--- config.mk ---
export PLATFORM = sky130hd
export DESIGN_NAME = regfile_sequencer
export DESIGN_NICKNAME = d
export VERILOG_FILES = /design/src/rtl/regfile_seq_pkg.sv /design/src/rtl/instr_fifo.sv /design/src/rtl/regfile_sequencer.sv
export SDC_FILE = /design/constraint.sdc
export NUM_CORES = 1
export LEC_CHECK = 0
export CORE_ASPECT_RATIO = 0.75
export CORE_MARGIN = 5
export CORE_UTILIZATION = 55
export CTS_CLUSTER_SIZE = 12
export DETAILED_ROUTE_END_ITERATION = 6
export GPL_TIMING_DRIVEN = 0
export PLACE_DENSITY = 0.8
export SLEW_MARGIN = 20
export SYNTH_ARGS = -nofsm -noshare
export SYNTH_HDL_FRONTEND = slang
export SYNTH_SLANG_ARGS = --single-unit
--- constraint.sdc ---
create_clock -name clk -period 7.2 [get_ports clk]
set_input_delay 1.08 -clock clk [delete_from_list [all_inputs] [get_ports clk]]
set_output_delay 1.08 -clock clk [all_outputs]
set_load 0.1 [all_outputs]
--- src/rtl/regfile_seq_pkg.sv ---
// Shared types and constants for the register-file issue sequencer.
// Instruction layout: [8:6] opcode, [5:4] rd, [3:2] rs2, [1:0] rs1.
package regfile_seq_pkg;

    typedef enum logic [1:0] {
        IDLE   = 2'd0,
        EXEC   = 2'd1,
        WB     = 2'd2,
        HALTED = 2'd3
    } state_e;

    localparam logic [2:0] OP_ADD  = 3'b000;
    localparam logic [2:0] OP_SUB  = 3'b001;
    localparam logic [2:0] OP_AND  = 3'b010;
    localparam logic [2:0] OP_OR   = 3'b011;
    localparam logic [2:0] OP_XOR  = 3'b100;
    localparam logic [2:0] OP_SLL  = 3'b101;
    localparam logic [2:0] OP_SRL  = 3'b110;
    localparam logic [2:0] OP_HALT = 3'b111;

    localparam int unsigned INSTR_WIDTH    = 9;
    localparam int unsigned RF_FIELD_WIDTH = 6;
    localparam int unsigned OP_MSB  = 8;
    localparam int unsigned OP_LSB  = 6;
    localparam int unsigned RD_MSB  = 5;
    localparam int unsigned RD_LSB  = 4;
    localparam int unsigned RS2_MSB = 3;
    localparam int unsigned RS2_LSB = 2;
    localparam int unsigned RS1_MSB = 1;
    localparam int unsigned RS1_LSB = 0;

    typedef struct packed {
        logic [OP_MSB-OP_LSB:0]   op;
        logic [RD_MSB-RD_LSB:0]   rd;
        logic [RS2_MSB-RS2_LSB:0] rs2;
        logic [RS1_MSB-RS1_LSB:0] rs1;
    } instr_t;

    function automatic logic is_halt(input instr_t instr);
        return instr.op == OP_HALT;
    endfunction

endpackage

--- src/rtl/instr_fifo.sv ---
// Synchronous instruction FIFO with full/empty flags and occupancy count.
// DEPTH must be a power of two so the pointers wrap naturally.
module instr_fifo #(
    parameter int unsigned DEPTH = 4,
    parameter int unsigned WIDTH = 9
) (
    input  logic                     clk,
    input  logic                     rst,
    input  logic                     push,
    input  logic [WIDTH-1:0]         wdata,
    input  logic                     pop,
    output logic [WIDTH-1:0]         rdata,
    output logic                     full,
    output logic                     empty,
    output logic [$clog2(DEPTH):0]   count
);
    localparam int unsigned AW = $clog2(DEPTH);
    localparam logic [AW-1:0] PTR_ONE  = 1;
    localparam logic [AW:0]   CNT_ONE  = 1;
    localparam logic [AW:0]   CNT_FULL = (AW + 1)'(DEPTH);

    logic [WIDTH-1:0] mem [DEPTH];
    logic [AW-1:0]    wr_ptr;
    logic [AW-1:0]    rd_ptr;
    logic             do_push;
    logic             do_pop;

    assign full    = (count == CNT_FULL);
    assign empty   = (count == '0);
    assign do_push = push && !full;
    assign do_pop  = pop && !empty;
    assign rdata   = mem[rd_ptr];

    always_ff @(posedge clk) begin
        if (rst) begin
            wr_ptr <= '0;
            rd_ptr <= '0;
            count  <= '0;
        end else begin
            if (do_push) begin
                mem[wr_ptr] <= wdata;
                wr_ptr      <= wr_ptr + PTR_ONE;
            end
            if (do_pop) begin
                rd_ptr <= rd_ptr + PTR_ONE;
            end
            if (do_push && !do_pop) begin
                count <= count + CNT_ONE;
            end else if (do_pop && !do_push) begin
                count <= count - CNT_ONE;
            end
        end
    end

endmodule

--- src/rtl/regfile_sequencer.sv ---
// Issue controller: buffers instructions, starts the ALU one at a time, waits for
// completion (with timeout) and pulses the register-file write enable.
module regfile_sequencer
    import regfile_seq_pkg::*;
#(
    parameter int unsigned FIFO_DEPTH = 4,
    parameter int unsigned TIMEOUT    = 15,
    parameter int unsigned CNT_WIDTH  = 16
) (
    input  logic                      clk,
    input  logic                      rst,
    input  logic                      instr_valid,
    input  logic [INSTR_WIDTH-1:0]    instr_in,
    output logic                      instr_ready,
    output logic [2:0]                alu_op,
    output logic                      alu_start,
    input  logic                      alu_done,
    output logic [RF_FIELD_WIDTH-1:0] rf_instruction,
    output logic                      rf_we,
    output logic                      busy,
    output logic                      halted,
    input  logic                      resume,
    output logic                      timeout_err,
    output logic [CNT_WIDTH-1:0]      retired_count
);
    localparam int unsigned WAIT_W = $clog2(TIMEOUT + 1);
    localparam logic [WAIT_W-1:0]    WAIT_ONE  = 1;
    localparam logic [WAIT_W-1:0]    WAIT_LAST = WAIT_W'(TIMEOUT - 1);
    localparam logic [CNT_WIDTH-1:0] CNT_ONE   = 1;

    state_e                        state;
    instr_t                        instr_q;
    logic [WAIT_W-1:0]             wait_cnt;
    instr_t                        fifo_head;
    logic                          fifo_full;
    logic                          fifo_empty;
    logic                          fifo_pop;
    logic [$clog2(FIFO_DEPTH):0]   fifo_count;

    assign instr_ready = !fifo_full;
    assign fifo_pop    = (state == IDLE) && !fifo_empty;
    assign busy        = (state != IDLE) || (fifo_count != '0);

    // instr_q only changes on issue, so these stay constant from EXEC through WB.
    assign alu_op         = instr_q.op;
    assign rf_instruction = {instr_q.rd, instr_q.rs2, instr_q.rs1};

    instr_fifo #(
        .DEPTH (FIFO_DEPTH),
        .WIDTH (INSTR_WIDTH)
    ) u_fifo (
        .clk   (clk),
        .rst   (rst),
        .push  (instr_valid && instr_ready),
        .wdata (instr_in),
        .pop   (fifo_pop),
        .rdata (fifo_head),
        .full  (fifo_full),
        .empty (fifo_empty),
        .count (fifo_count)
    );

    always_ff @(posedge clk) begin
        if (rst) begin
            state         <= IDLE;
            instr_q       <= '0;
            wait_cnt      <= '0;
            alu_start     <= 1'b0;
            rf_we         <= 1'b0;
            halted        <= 1'b0;
            timeout_err   <= 1'b0;
            retired_count <= '0;
        end else begin
            alu_start <= 1'b0;
            rf_we     <= 1'b0;
            case (state)
                IDLE: begin
                    if (!fifo_empty) begin
                        instr_q  <= fifo_head;
                        wait_cnt <= '0;
                        if (is_halt(fifo_head)) begin
                            state  <= HALTED;
                            halted <= 1'b1;
                        end else begin
                            state     <= EXEC;
                            alu_start <= 1'b1;
                        end
                    end
                end
                EXEC: begin
                    wait_cnt <= wait_cnt + WAIT_ONE;
                    if (alu_done) begin
                        state <= WB;
                        rf_we <= 1'b1;
                    end else if (wait_cnt == WAIT_LAST) begin
                        // Abandon the instruction: no write-back, not retired.
                        timeout_err <= 1'b1;
                        state       <= IDLE;
                    end
                end
                WB: begin
                    retired_count <= retired_count + CNT_ONE;
                    state         <= IDLE;
                end
                HALTED: begin
                    if (resume) begin
                        halted <= 1'b0;
                        state  <= IDLE;
                    end
                end
                default: state <= IDLE;
            endcase
        end
    end

endmodule

==> Word level (Yosys, flattened, before mapping) <==
Memories as Yosys holds them, arrays and structs flattened. A register that Yosys moved wholly into a read port is not among the register bits.
Index checks and enable logic that the tools add are counted.
{ "word_totals": {"regBits": 42, "ramBits": 36, "inputBits": 14, "out_inout_bits": 31, "elab_cells": 81, "mem_count": 1} }
{ "mem_list": {"columns": ["name", "depth", "width", "read_ports", "rd_ports_with_merged_regs", "wr", "line_no", "source"], "rows": [
  ["u_fifo.mem", 4, 9, 1, 1, 1, "instr_fifo.sv:22", "logic [WIDTH-1:0] mem [DEPTH];"]
]} }
{ "classes": {"add_sub_neg": 6, "n_eq_ne": 10, "mux": 21, "n_bitwise": 4, "reduce_logical": 25} }
{ "op_table": {"columns": ["operator", "n"], "rows": [
  ["adder 16 x 1 -> 16 bit, second input constant", 1],
  ["2-to-1 mux 2 bit", 7],
  ["2-to-1 mux 1 bit", 8],
  ["case mux 2 bit (4 select lines)", 1],
  ["case mux 4 bit (2 select lines)", 1],
  ["nonzero test 2 bit", 4],
  ["== test 3 bit, second input constant", 2],
  ["logical AND 1 bit", 6],
  ["2-to-1 mux 3 bit", 2],
  ["AND reduction 3 bit", 2],
  ["adder 2 x 1 -> 2 bit, second input constant", 2],
  ["adder 4 x 1 -> 4 bit, second input constant", 1],
  ["== test 2 bit, second input constant", 2],
  ["== test 4 bit, second input constant", 1],
  ["zero test 1 bit", 4],
  ["2-to-1 mux 4 bit", 1],
  ["inequality test 2 bit, second input constant", 2],
  ["NOT 1 bit", 4],
  ["AND reduction 2 bit", 2],
  ["AND reduction 4 bit", 1],
  ["adder 3 x 1 -> 3 bit, second input constant", 1],
  ["zero test 3 bit", 1],
  ["inequality test 3 bit, second input constant", 1],
  ["nonzero test 3 bit", 1],
  ["8 further kinds", 8]
]} }

==> Logic depth before layout (Yosys ltp) <==
Gate-level depths: netlist (run 1).
{ "logic_depth": {"word_depth": 8, "depth_mapped": 10, "ltp_nobuf": 9} }

==> Cells and area by module <==
A second synthesis (run 1) with hierarchy kept.
{ "unflattened": {"cells_unflattened": 276, "hier_area_um2": 3300.7} }
{ "by_module_without_submodules": {"columns": ["mod", "instances", "cells_per_inst", "area_per_inst_um2", "seq_area_each_um2"], "rows": [
  ["instr_fifo", 1, 96, 1788.0, 1261.2],
  ["regfile_sequencer", 1, 180, 1512.7, 700.7]
]} }

==> Least setup slack after synthesis (run 1) <==
OpenSTA, ideal clock, no wires.
{ "synth_timing": {"path_type": "register -> register", "startpoint": "register retired_count[1]", "endpoint": "register retired_count[14]", "setup_ps": 70, "arrival_ps": 2422, "required_time_ps": 7130, "slack_ps": 4707, "path_stages_with_launch": 7, "n_path_buf": 1, "period_less_slack_ps": 2493, "cell_sequence": "dfxtp_1 -> ha_1 -> nand3b_4 -> or2_1 -> clkbuf_2 -> or4_1 -> a21oi_1"} }
{ "synth_between": {"elab_chain_cells": 1} }
{ "synth_rtl": {"columns": ["element", "line_no", "source"], "rows": [
  ["start, declared", "regfile_sequencer.sv:24", "output logic [CNT_WIDTH-1:0] retired_count"],
  ["start signal, assigned", "regfile_sequencer.sv:102", "retired_count <= retired_count + CNT_ONE;"],
  ["adder 16 x 1 -> 16 bit", "regfile_sequencer.sv:102", null]
]} }
Every way passes these cells.
A chain may end at the register's enable or synchronous reset.

==> Worst setup path in the final report (run 1) <==
{ "layout_timing": {"startpoint": "register state[0]", "endpoint": "output busy"} }
{ "layout_between": {"elab_chain_cells": 2} }
{ "layout_rtl": {"columns": ["element", "line_no", "source"], "rows": [
  ["start, declared", "regfile_sequencer.sv:31", "state_e state;"],
  ["start signal, assigned", "regfile_sequencer.sv:65", "state <= IDLE;"],
  ["start signal, assigned", "regfile_sequencer.sv:82", "state <= HALTED;"],
  ["start signal, assigned", "regfile_sequencer.sv:85", "state <= EXEC;"],
  ["nonzero test 2 bit", "regfile_sequencer.sv:42", "assign busy = (state != IDLE) || (fifo_count != '0);"],
  ["logical OR 1 bit", "regfile_sequencer.sv:42", null],
  ["end, declared", "regfile_sequencer.sv:20", "output logic busy,"]
]} }
Every way passes these cells.

==> impl_metrics.tcl, run 1 <==
set metrics [dict create \
    timing.critical_path.buf_inv 2 \
    die_h_um 76.6 \
    timing.critical_path.cells "clkbuf_1, nor2_1, nand2_1, clkdlybuf4s50_1" \
    power.ir.vdd_worst_v 0.000204 \
    synth.ff_latch_count 80 \
    synth.top_cell.area_share_pct 33.3 \
    worst-setup-path-type "reg -> out" \
    cts.hold.buffers_added 0 \
    number_of_global_route_vias_before_repair 2119 \
    cts_made_buffers 9 \
    grt_start_max_net_pins 14 \
    worst_path_dominant_cell_family "buffers and inverters" \
    max_freq_mhz 281 \
    die_width_um 98.8 \
    clk_path_buf_depth 2 \
    max_slew.worst_pin.slew_ns 0.973 \
    syn2layout_area_growth_pct 22.7 \
    fp-row-count 24 \
    insertedDiodeCount 0 \
    synth_edf_count 36 \
    finalNetCount 347 \
    clock_tree_from_tritoncts "built" \
    htree_levels 3 \
    final.period_utilization_pct 49.4 \
    synthDominantAreaCellType "sky130_fd_sc_hd__edfxtp_1" \
    layout.cells.most_common_list "sky130_fd_sc_hd__dfxtp_1 (44), sky130_fd_sc_hd__clkdlybuf4s50_1 (43), sky130_fd_sc_hd__edfxtp_1 (36), sky130_fd_sc_hd__nor2_1 (29), sky130_fd_sc_hd__nand2_1 (27)" \
    arrival_ns 2.48 \
    hold_crit_class "reg -> reg" \
    critical_path_required_ns 6.12 \
    io-pin-count 45 \
    clock_skew_ns 0.00981 \
    hpwlAfterDp_um 4300 \
    crit_fanout 10 \
    synth_flop_cell "sky130_fd_sc_hd__dfxtp_1" \
    synthDistinctLibCells 41 \
    pint_mw 0.919 \
    drt_iter0_drc 131 \
    power_frac_comb_pct 40.5 \
    syn_nets 293 \
    overall_track_demand_over_capacity_in_global_routing_pct 16.9 \
    antenna_found_initial 0 \
    power_frac_clock_pct 22.3 \
    route.final.wire_length_um 6020 \
    post_cts_resize_count 0 \
    core_area_um2 5770 \
    max_cap_viol_count 0 \
    setup_total_negative_slack_ns 0 \
    synth_area_leaders "sky130_fd_sc_hd__edfxtp_1 (33%), sky130_fd_sc_hd__dfxtp_1 (27%), sky130_fd_sc_hd__mux4_2 (6.2%)" \
    hold_viol 0 \
    grt.overflow.total 0 \
    startpoint_type "flip-flop" \
    cpPeakStageDelay_ns 1.13 \
    status "completed" \
    clkSlewWorstSetupHoldPaths_ns 0.07 \
    io_buffers 43 \
    final_cell_count_without_fillers 407 \
    postRouteAntennaNets 0 \
    die_footprint_um2 7560 \
    clk_root_buffer_cell "sky130_fd_sc_hd__clkbuf_8" \
    power.leakage_nw 1.42 \
    setup.worst_path.end_class "output port" \
    synth_seq_area_share_pct 60.4 \
    rsz0062_at_grt "false" \
    synthesized_area_divided_by_synthesized_cell_count_um2 12.0 \
    finalSetupViolations 0 \
    drtPass1Iterations 4 \
    drt-wirelength-per-cell_um 14.8 \
    crit_slowest_cell "sky130_fd_sc_hd__clkdlybuf4s50_1" \
    start_util_pct 56.4 \
    drv_slew 0 \
    slew_headroom_pct 34.9 \
    asyncSetResetFlopFracSynth_pct 0 \
    ys_warn_count 0 \
    final_layout_size_suffix_gt1_share_pct 9.73 \
    min_period_ns 3.56 \
    numClockSinks 80 \
    post-route-drc-count 0 \
    netSwitchingPower_mw 0.636 \
    mostFrequentLayoutCell "sky130_fd_sc_hd__dfxtp_1" \
    drt-vias-per-instance 5.41 \
    route.vias.total 2200 \
    netlist_instances 270 \
    seq_power_share_pct 37.2 \
    post-place-cells 391 \
    netSwitchingFraction_pct 40.9 \
    synthesis.area_um2 3250 \
    place.gp.congestion 0.847 \
    post-cts-setup-buffer-count 0 \
    grt_first_pass_wirelength_um 10100 \
    pwr_density_cell_nw_per_um2 390 \
    clock_insertion_delay_worst_skew_ns 0.35 \
]
worst reg2reg max path, stage by stage, from the launching register on:
cell and delay [ns]:
sky130_fd_sc_hd__dfxtp_1 0.37, sky130_fd_sc_hd__nor3_1 0.35, sky130_fd_sc_hd__nor3_1 0.14, sky130_fd_sc_hd__inv_1 0.11
sky130_fd_sc_hd__clkbuf_1 0.46, sky130_fd_sc_hd__ha_1 0.28, sky130_fd_sc_hd__inv_1 0.07, sky130_fd_sc_hd__fa_1 0.39
sky130_fd_sc_hd__xor2_1 0.17, sky130_fd_sc_hd__or3_1 0.31, sky130_fd_sc_hd__a21oi_1 0.13
per-stage QoR:
step           utilization (%)  cell area (µm²)  power, mW  hold WS, ns  worst slack, ns
5_1_grt                   69.2             3990       1.63        0.474             3.52
4_1_cts                   69.2             3990       1.56        0.458             3.63
3_5_place_dp              65.5             3780       1.22        0.447             4.01
2_1_floorplan                -             3250       1.07        0.469             4.71
3_3_place_gp              65.5             3780       1.20        0.446             4.03
6_report                  69.2             3990       1.56        0.454             3.64
kinds of logic after synthesis:
logic type               count (synthesis)  share of synthesized area [%]
adder cells (fa/ha/maj)                  9                           3.70
flip-flops                              80                           60.4
AND/OR/NAND/NOR                         99                           15.7
multiplexers                            13                           7.54
AO/OA/AOI/OAI                           37                           6.81
buffers and inverters                   19                           2.35
XOR/XNOR                                13                           3.50
layer usage:
layer	global-route usage (%)	vias up	wire length [µm]
met5	0	-	0
met4	5.73	0	61
met3	6.13	7	342
met2	26.4	57	2900
met1	21.8	1059	2710
li1	-	1077	-
synth_stat cells (2+ instances only):
cell / number
sky130_fd_sc_hd__or3_1: 5
sky130_fd_sc_hd__o21ai_0: 4
sky130_fd_sc_hd__a21oi_1: 20
sky130_fd_sc_hd__a22oi_1: 3
sky130_fd_sc_hd__xor2_1: 8
sky130_fd_sc_hd__nor3b_1: 2
sky130_fd_sc_hd__and2_1: 4
sky130_fd_sc_hd__ha_1: 8
sky130_fd_sc_hd__clkbuf_1: 10
sky130_fd_sc_hd__edfxtp_1: 36
sky130_fd_sc_hd__and3_1: 2
sky130_fd_sc_hd__nor3_1: 5
sky130_fd_sc_hd__nand4_1: 3
sky130_fd_sc_hd__mux2_2: 2
sky130_fd_sc_hd__o21bai_1: 3
sky130_fd_sc_hd__nor2_1: 29
sky130_fd_sc_hd__xnor2_1: 5
sky130_fd_sc_hd__o31ai_1: 4
sky130_fd_sc_hd__mux4_2: 9
sky130_fd_sc_hd__mux2i_1: 2
sky130_fd_sc_hd__inv_1: 7
sky130_fd_sc_hd__or4_1: 4
sky130_fd_sc_hd__dfxtp_1: 44
sky130_fd_sc_hd__nand2_1: 27
sky130_fd_sc_hd__nand3_1: 8
worst paths after layout:
check | from | cells after the start | endpoint | slack [ns]
max | state[0] | 4 | busy | 3.64
min | rf_instruction[1] | 2 | rf_instruction[1] | 0.45
max reg2reg | u_fifo.count[0] | 10 | u_fifo.count[2] | 4.35
min reg2reg | rf_instruction[1] | 2 | rf_instruction[1] | 0.45
final cells by class:
type / instances / area (µm²)
repair buffers: 43 / 430
clock inverters: 6 / 83.8
multi-input cells: 171 / 1210
plain buffers: 12 / 50.0
flip-flops and latches: 80 / 1960
fillers: 425 / 1780
inverters: 7 / 26.3
well taps: 78 / 97.6
clock buffers: 10 / 128
sequential cells by signal, summed over array words and instances, names as in the netlist, 2 cells and up, named ones only:
signal / flops
retired_count: 16
u_fifo.rd_ptr: 2
u_fifo.count: 3
rf_instruction: 6
u_fifo.mem: 36
u_fifo.wr_ptr: 2
wait_cnt: 4
alu_op: 3
state: 2
power groups by stage:
stage,combinational (mW),sequential (mW),clock (mW)
after floorplan,0.293,0.777,0
after global placement,0.617,0.585,0
after detailed placement,0.631,0.588,0
after CTS,0.633,0.578,0.353
after global routing,0.672,0.586,0.377
final,0.630,0.578,0.348
Note: power is estimated with default switching activity, not from simulation.
==> run 2, diff against run 1 <==
--- a/config.mk
+++ b/config.mk
@@ -7,11 +7,11 @@
 export LEC_CHECK = 0
 export CORE_ASPECT_RATIO = 0.75
 export CORE_MARGIN = 5
-export CORE_UTILIZATION = 55
+export CORE_UTILIZATION = 49
 export CTS_CLUSTER_SIZE = 12
 export DETAILED_ROUTE_END_ITERATION = 6
 export GPL_TIMING_DRIVEN = 0
-export PLACE_DENSITY = 0.8
+export PLACE_DENSITY = 0.75
 export SLEW_MARGIN = 20
 export SYNTH_ARGS = -nofsm -noshare
 export SYNTH_HDL_FRONTEND = slang
==> constraint.sdc (replaced) <==
create_clock -name clk -period 3.25 [get_ports clk]
set_input_delay 0.4875 -clock clk [delete_from_list [all_inputs] [get_ports clk]]
set_output_delay 0.4875 -clock clk [all_outputs]
set_load 0.1 [all_outputs]
==> impl_metrics.tcl, run 2 (synthesis gave the netlist of run 1 again) <==
set metrics [dict create \
    final_layout_size_suffix_gt1_share_pct 10.0 \
    insertedDiodeCount 0 \
    grt_start_max_net_pins 15 \
    startpoint_type "flip-flop" \
    drt-vias-per-instance 5.38 \
    hold_crit_class "reg -> reg" \
    core_area_um2 6380 \
    drv_slew 0 \
    clk_root_buffer_cell "sky130_fd_sc_hd__clkbuf_8" \
    drtPass1Iterations 4 \
    power.ir.vdd_worst_v 0.000395 \
    io-pin-count 45 \
    clock_tree_from_tritoncts "built" \
    place.gp.congestion 0.830 \
    drt_iter0_drc 142 \
    start_util_pct 50.9 \
    cts.hold.buffers_added 0 \
    status "completed" \
    number_of_global_route_vias_before_repair 2147 \
    fp-row-count 25 \
    clk_path_buf_depth 2 \
    post_cts_resize_count 0 \
    grt.overflow.total 0 \
    finalSetupViolations 0 \
    largest_reg_flops 36 \
    drt-wirelength-per-cell_um 15.0 \
    place_area_um2 3780 \
    finalNetCount 347 \
    rsz0062_at_grt "false" \
    arrival_ns 2.50 \
    htree_levels 3 \
    place_worst_setup_slack_ns 0.473 \
    clkSlewWorstSetupHoldPaths_ns 0.08 \
    pwr_density_cell_nw_per_um2 847 \
    clock_insertion_delay_worst_skew_ns 0.35 \
    post-route-drc-count 0 \
    cts_made_buffers 9 \
    hpwlAfterDp_um 4470 \
    setup.worst_path.end_class "output port" \
    post-cts-setup-buffer-count 0 \
    max_slew.worst_pin.slew_ns 0.987 \
    worst_hold_slack_ns 0.460 \
    crit_fanout 10 \
    antenna_found_initial 0 \
    nFillCells 532 \
    overall_track_demand_over_capacity_in_global_routing_pct 16.0 \
    route.final.wire_length_um 6160 \
    min_period_ns 2.98 \
    mostFrequentLayoutCell "sky130_fd_sc_hd__dfxtp_1" \
    setup_total_negative_slack_ns 0 \
    critical_path_required_ns 2.76 \
    clock_skew_ns 0.00745 \
    power.leakage_nw 1.41 \
    slew_headroom_pct 34.0 \
    design_area_um2 3970 \
    die_footprint_um2 8380 \
    hold_viol 0 \
    grt_first_pass_wirelength_um 10400 \
    die_width_um 104 \
    setup_slack_ns 0.265 \
    layout.cells.most_common_list "sky130_fd_sc_hd__dfxtp_1 (44), sky130_fd_sc_hd__clkdlybuf4s50_1 (43), sky130_fd_sc_hd__edfxtp_1 (36), sky130_fd_sc_hd__nor2_1 (29), sky130_fd_sc_hd__nand2_1 (27)" \
    io_buffers 43 \
    max_cap_viol_count 0 \
    top_register "u_fifo.mem" \
    max_freq_mhz 335 \
    numClockSinks 80 \
    postRouteAntennaNets 0 \
    die_h_um 80.5 \
    p_total_mw 3.37 \
    route.vias.total 2205 \
    worst-setup-path-type "reg -> out" \
    final.period_utilization_pct 91.8 \
    syn2layout_area_growth_pct 22.2 \
]
run 2: cell types whose count changed in the layout (fill, tap and decap cells not counted), sizes merged:
cell | previous run | this run
clkbuf | 21 | 22
clkinv | 4 | 3
bufinv | 2 | 0
inv | 7 | 9
run 2: power breakdown:
| group | total [mW] | internal, mW | switching, mW |
|---|---|---|---|
| Clock | 0.694 | 0.332 | 0.362 |
| Combinational | 1.39 | 0.414 | 0.976 |
| Sequential | 1.28 | 1.19 | 0.0906 |
| Total | 3.37 | 1.94 | 1.43 |
run 2: final cells by class:
| class | count | area, µm² | area share (%) |
|---|---|---|---|
| buffer | 12 | 50.0 | 1.26 |
| clock inverter | 5 | 37.5 | 0.945 |
| inverter | 7 | 26.3 | 0.661 |
| timing repair buffer | 43 | 430 | 10.8 |
| tap | 81 | 101 | 2.55 |
| sequential | 80 | 1960 | 49.4 |
| multi-input combinational | 171 | 1210 | 30.5 |
| clock buffer | 11 | 154 | 3.87 |
run 2: worst max-delay path, cell delays in order, from the launching register on:
cell	delay [ns]
sky130_fd_sc_hd__dfxtp_1	0.44
sky130_fd_sc_hd__clkbuf_1	0.34
sky130_fd_sc_hd__nor2_1	0.14
sky130_fd_sc_hd__nand2_1	0.10
sky130_fd_sc_hd__clkdlybuf4s50_1	1.13
run 2: metrics by stage:
step | utilization [%] | cells
2_1_floorplan | - | 270
3_3_place_gp | 59.3 | 394
3_5_place_dp | 59.3 | 394
4_1_cts | 62.3 | 410
5_1_grt | 62.3 | 410
6_report | 62.3 | 410
run 2: path summary, 6_finish.rpt:
check | start | endpoint | slack [ns] | cells past startpoint
min | rf_instruction[3] | rf_instruction[3] | 0.46 | 2
min reg2reg | rf_instruction[3] | rf_instruction[3] | 0.46 | 2
max reg2reg | u_fifo.count[0] | u_fifo.count[2] | 0.46 | 10
max | state[1] | busy | 0.27 | 4
run 2: per-layer routing:
layer / GRT usage (%) / vias to the layer above / routed length (µm)
met1: 19.7 / 1063 / 2820
met3: 6.43 / 6 / 395
li1: - / 1082 / -
met4: 5.05 / 0 / 71
met2: 26.0 / 54 / 2870
met5: 0 / - / 0
==> run 3, diff against run 2 <==
--- a/config.mk
+++ b/config.mk
@@ -5,6 +5,7 @@
 export SDC_FILE = /design/constraint.sdc
 export NUM_CORES = 1
 export LEC_CHECK = 0
+export ABC_AREA = 1
 export CORE_ASPECT_RATIO = 0.75
 export CORE_MARGIN = 5
 export CORE_UTILIZATION = 49
==> impl_metrics.tcl, run 3 <==
set metrics [dict create \
    synth_top_family_by_area "simple AND/OR/NAND/NOR gates" \
    route.vias.total 2543 \
    io-pin-count 45 \
    number_of_global_route_vias_before_repair 2359 \
    synth_area_leaders "sky130_fd_sc_hd__edfxtp_1 (33%), sky130_fd_sc_hd__dfxtp_1 (27%), sky130_fd_sc_hd__nor2_1 (6.6%)" \
    post-cts-setup-buffer-count 0 \
    multi_input_gate_area_in_the_final_layout_um2 1140 \
    synth_simple_gate_area_share_pct 18.6 \
    drv_slew 0 \
    route.top_layer_used "met4" \
    drt_iter0_drc 131 \
    clk_path_buf_depth 2 \
    place.gp.congestion 0.834 \
    clock_insertion_delay_worst_skew_ns 0.34 \
    numClockSinks 80 \
    synth_edf_count 36 \
    power_frac_comb_pct 43.8 \
    crit_slowest_cell "sky130_fd_sc_hd__clkdlybuf4s50_1" \
    detail_route.wirelength.met1_um 3040 \
    syn_nets 383 \
    setup_total_negative_slack_ns 0 \
    antenna_found_initial 0 \
    synth_flop_cell "sky130_fd_sc_hd__dfxtp_1" \
    drt-wirelength-per-cell_um 13.6 \
    netSwitchingFraction_pct 44.6 \
    clk_root_buffer_cell "sky130_fd_sc_hd__clkbuf_8" \
    synth.ff_latch_count 80 \
    synth.top_cell.area_share_pct 32.6 \
    pint_mw 2.02 \
    postRouteAntennaNets 0 \
    critical_path_required_ns 2.76 \
    min_period_ns 2.70 \
    clock_skew_ns 0.00691 \
    pwr_density_cell_nw_per_um2 894 \
    met3WireLength_um 451 \
    finalNetCount 438 \
    largest_reg_flops 36 \
    register_area_um2 1960 \
    worst-setup-path-type "reg -> out" \
    startpoint_type "flip-flop" \
    synth_commonest_cells "sky130_fd_sc_hd__nor2_1 (58), sky130_fd_sc_hd__nand2_1 (47), sky130_fd_sc_hd__dfxtp_1 (44)" \
    synth_mux_area_share_pct 0 \
    worst_hold_slack_ns 0.451 \
    start_util_pct 49.4 \
    slew_headroom_pct 33.0 \
    final_layout_size_suffix_gt1_share_pct 6.43 \
    yosys.cell_count.top_type "sky130_fd_sc_hd__nor2_1" \
    grt_start_max_net_pins 14 \
    grt_first_pass_wirelength_um 11300 \
    insertedDiodeCount 0 \
    synth_seq_area_share_pct 59.2 \
    power.leakage_nw 1.53 \
    htree_levels 3 \
    drtPass1Iterations 4 \
    mostFrequentLayoutCell "sky130_fd_sc_hd__nor2_1" \
    cts_made_buffers 9 \
    final.period_utilization_pct 83.1 \
    netlist_instances 360 \
    drt-vias-per-instance 5.05 \
    synthesized_area_divided_by_synthesized_cell_count_um2 9.20 \
    cts.hold.buffers_added 0 \
    synthDistinctLibCells 28 \
    dr_wl_met2_um 3320 \
    io_buffers 44 \
    post_synth_xor_area_fraction_pct 0.529 \
    seq_power_share_pct 35.7 \
    core_area_um2 6700 \
    die_width_um 105 \
    max_cap_viol_count 0 \
    arrival_ns 2.21 \
    top_register "u_fifo.mem" \
    synth-adder-area-share_pct 3.63 \
    cpPeakStageDelay_ns 1.15 \
    grt.overflow.total 0 \
    die_h_um 81.2 \
    crit_fanout 6 \
    nFillCells 565 \
    power_frac_clock_pct 20.5 \
    netSwitchingPower_mw 1.63 \
    timing.critical_path.cells "nor2_1, nand3_1, clkdlybuf4s50_1" \
    overall_track_demand_over_capacity_in_global_routing_pct 16.8 \
    clock_tree_from_tritoncts "built" \
    syn2layout_area_growth_pct 23.0 \
    route.final.wire_length_um 6860 \
    hold_viol 0 \
    rsz0062_at_grt "false" \
    max_slew.worst_pin.slew_ns 1.00 \
    synth-compound-area-share_pct 11.7 \
    synthDominantAreaCellType "sky130_fd_sc_hd__edfxtp_1" \
    layout.cells.most_common_list "sky130_fd_sc_hd__nor2_1 (58), sky130_fd_sc_hd__nand2_1 (47), sky130_fd_sc_hd__dfxtp_1 (44), sky130_fd_sc_hd__clkdlybuf4s50_1 (44), sky130_fd_sc_hd__inv_1 (41)" \
    fp-row-count 26 \
    finalSetupViolations 0 \
    max_freq_mhz 370 \
    status "completed" \
    setup.worst_path.end_class "output port" \
    hold_crit_class "reg -> reg" \
    ys_warn_count 0 \
    power.ir.vdd_worst_v 0.000489 \
    hpwlAfterDp_um 4820 \
    post-route-drc-count 0 \
    worst_path_dominant_cell_family "buffers and inverters" \
    synthesis.area_um2 3310 \
    post_cts_resize_count 0 \
    timing.critical_path.buf_inv 1 \
    die_footprint_um2 8520 \
    clkSlewWorstSetupHoldPaths_ns 0.07 \
    asyncSetResetFlopFracSynth_pct 0 \
]
[run 3: cells by family after synthesis]
kind of cell	count (synthesis)
DFF	80
AOI/OAI and AO/OA	74
buffers and inverters	52
adders and majority gates	9
xor gates and xnor gates	2
and+or+nand+nor	143
[run 3: worst min-delay path, delay by kind of cell (launching register included)]
kind	cells	cell delay [ns]
flip-flops	1	0.31
buffers and inverters	1	0.05
AO/OA/AOI/OAI	1	0.05
[run 3: final cells by class]
cell class,instances,share of cell area [%]
plain buffers,10,1.23
clock buffers,15,5.16
clock inverters,1,0.123
inverters,42,3.87
multi-input cells,228,28.0
flip-flops and latches,80,48.2
well taps,84,2.58
repair buffers,44,10.8
[run 3: path summary, 6_finish.rpt]
path	start	endpoint	slack [ns]	depth (start not counted)
max	state[1]	busy	0.55	3
min	halted	halted	0.45	2
max reg2reg	u_fifo.count[0]	u_fifo.mem[1][3]	1.13	6
min reg2reg	halted	halted	0.45	2
[run 3: per-stage QoR]
step / power [mW] / cells / setup WS (ns) / area [µm²] / util, %
floorplan: 2.51 / 360 / 0.695 / 3310 / -
global placement: 2.88 / 488 / 0.385 / 3860 / 57.6
detailed placement: 2.91 / 488 / 0.208 / 3860 / 57.6
CTS: 3.66 / 504 / 0.534 / 4070 / 60.8
global route: 3.86 / 504 / 0.440 / 4070 / 60.8
finish: 3.64 / 504 / 0.548 / 4070 / 60.8
[run 3: power by group through the flow]
| stage | combinational [mW] | sequential, mW | clock [mW] |
|---|---|---|---|
| after floorplan | 0.694 | 1.82 | 0 |
| after global placement | 1.56 | 1.31 | 0 |
| after detailed placement | 1.60 | 1.32 | 0 |
| after CTS | 1.60 | 1.30 | 0.760 |
| after global routing | 1.74 | 1.32 | 0.802 |
| final | 1.60 | 1.30 | 0.745 |
[run 3: layer usage]
layer | GRT usage, % | up-vias
li1 | - | 1312
met5 | 0 | -
met1 | 21.6 | 1176
met4 | 4.98 | 0
met3 | 4.45 | 4
met2 | 28.2 | 51
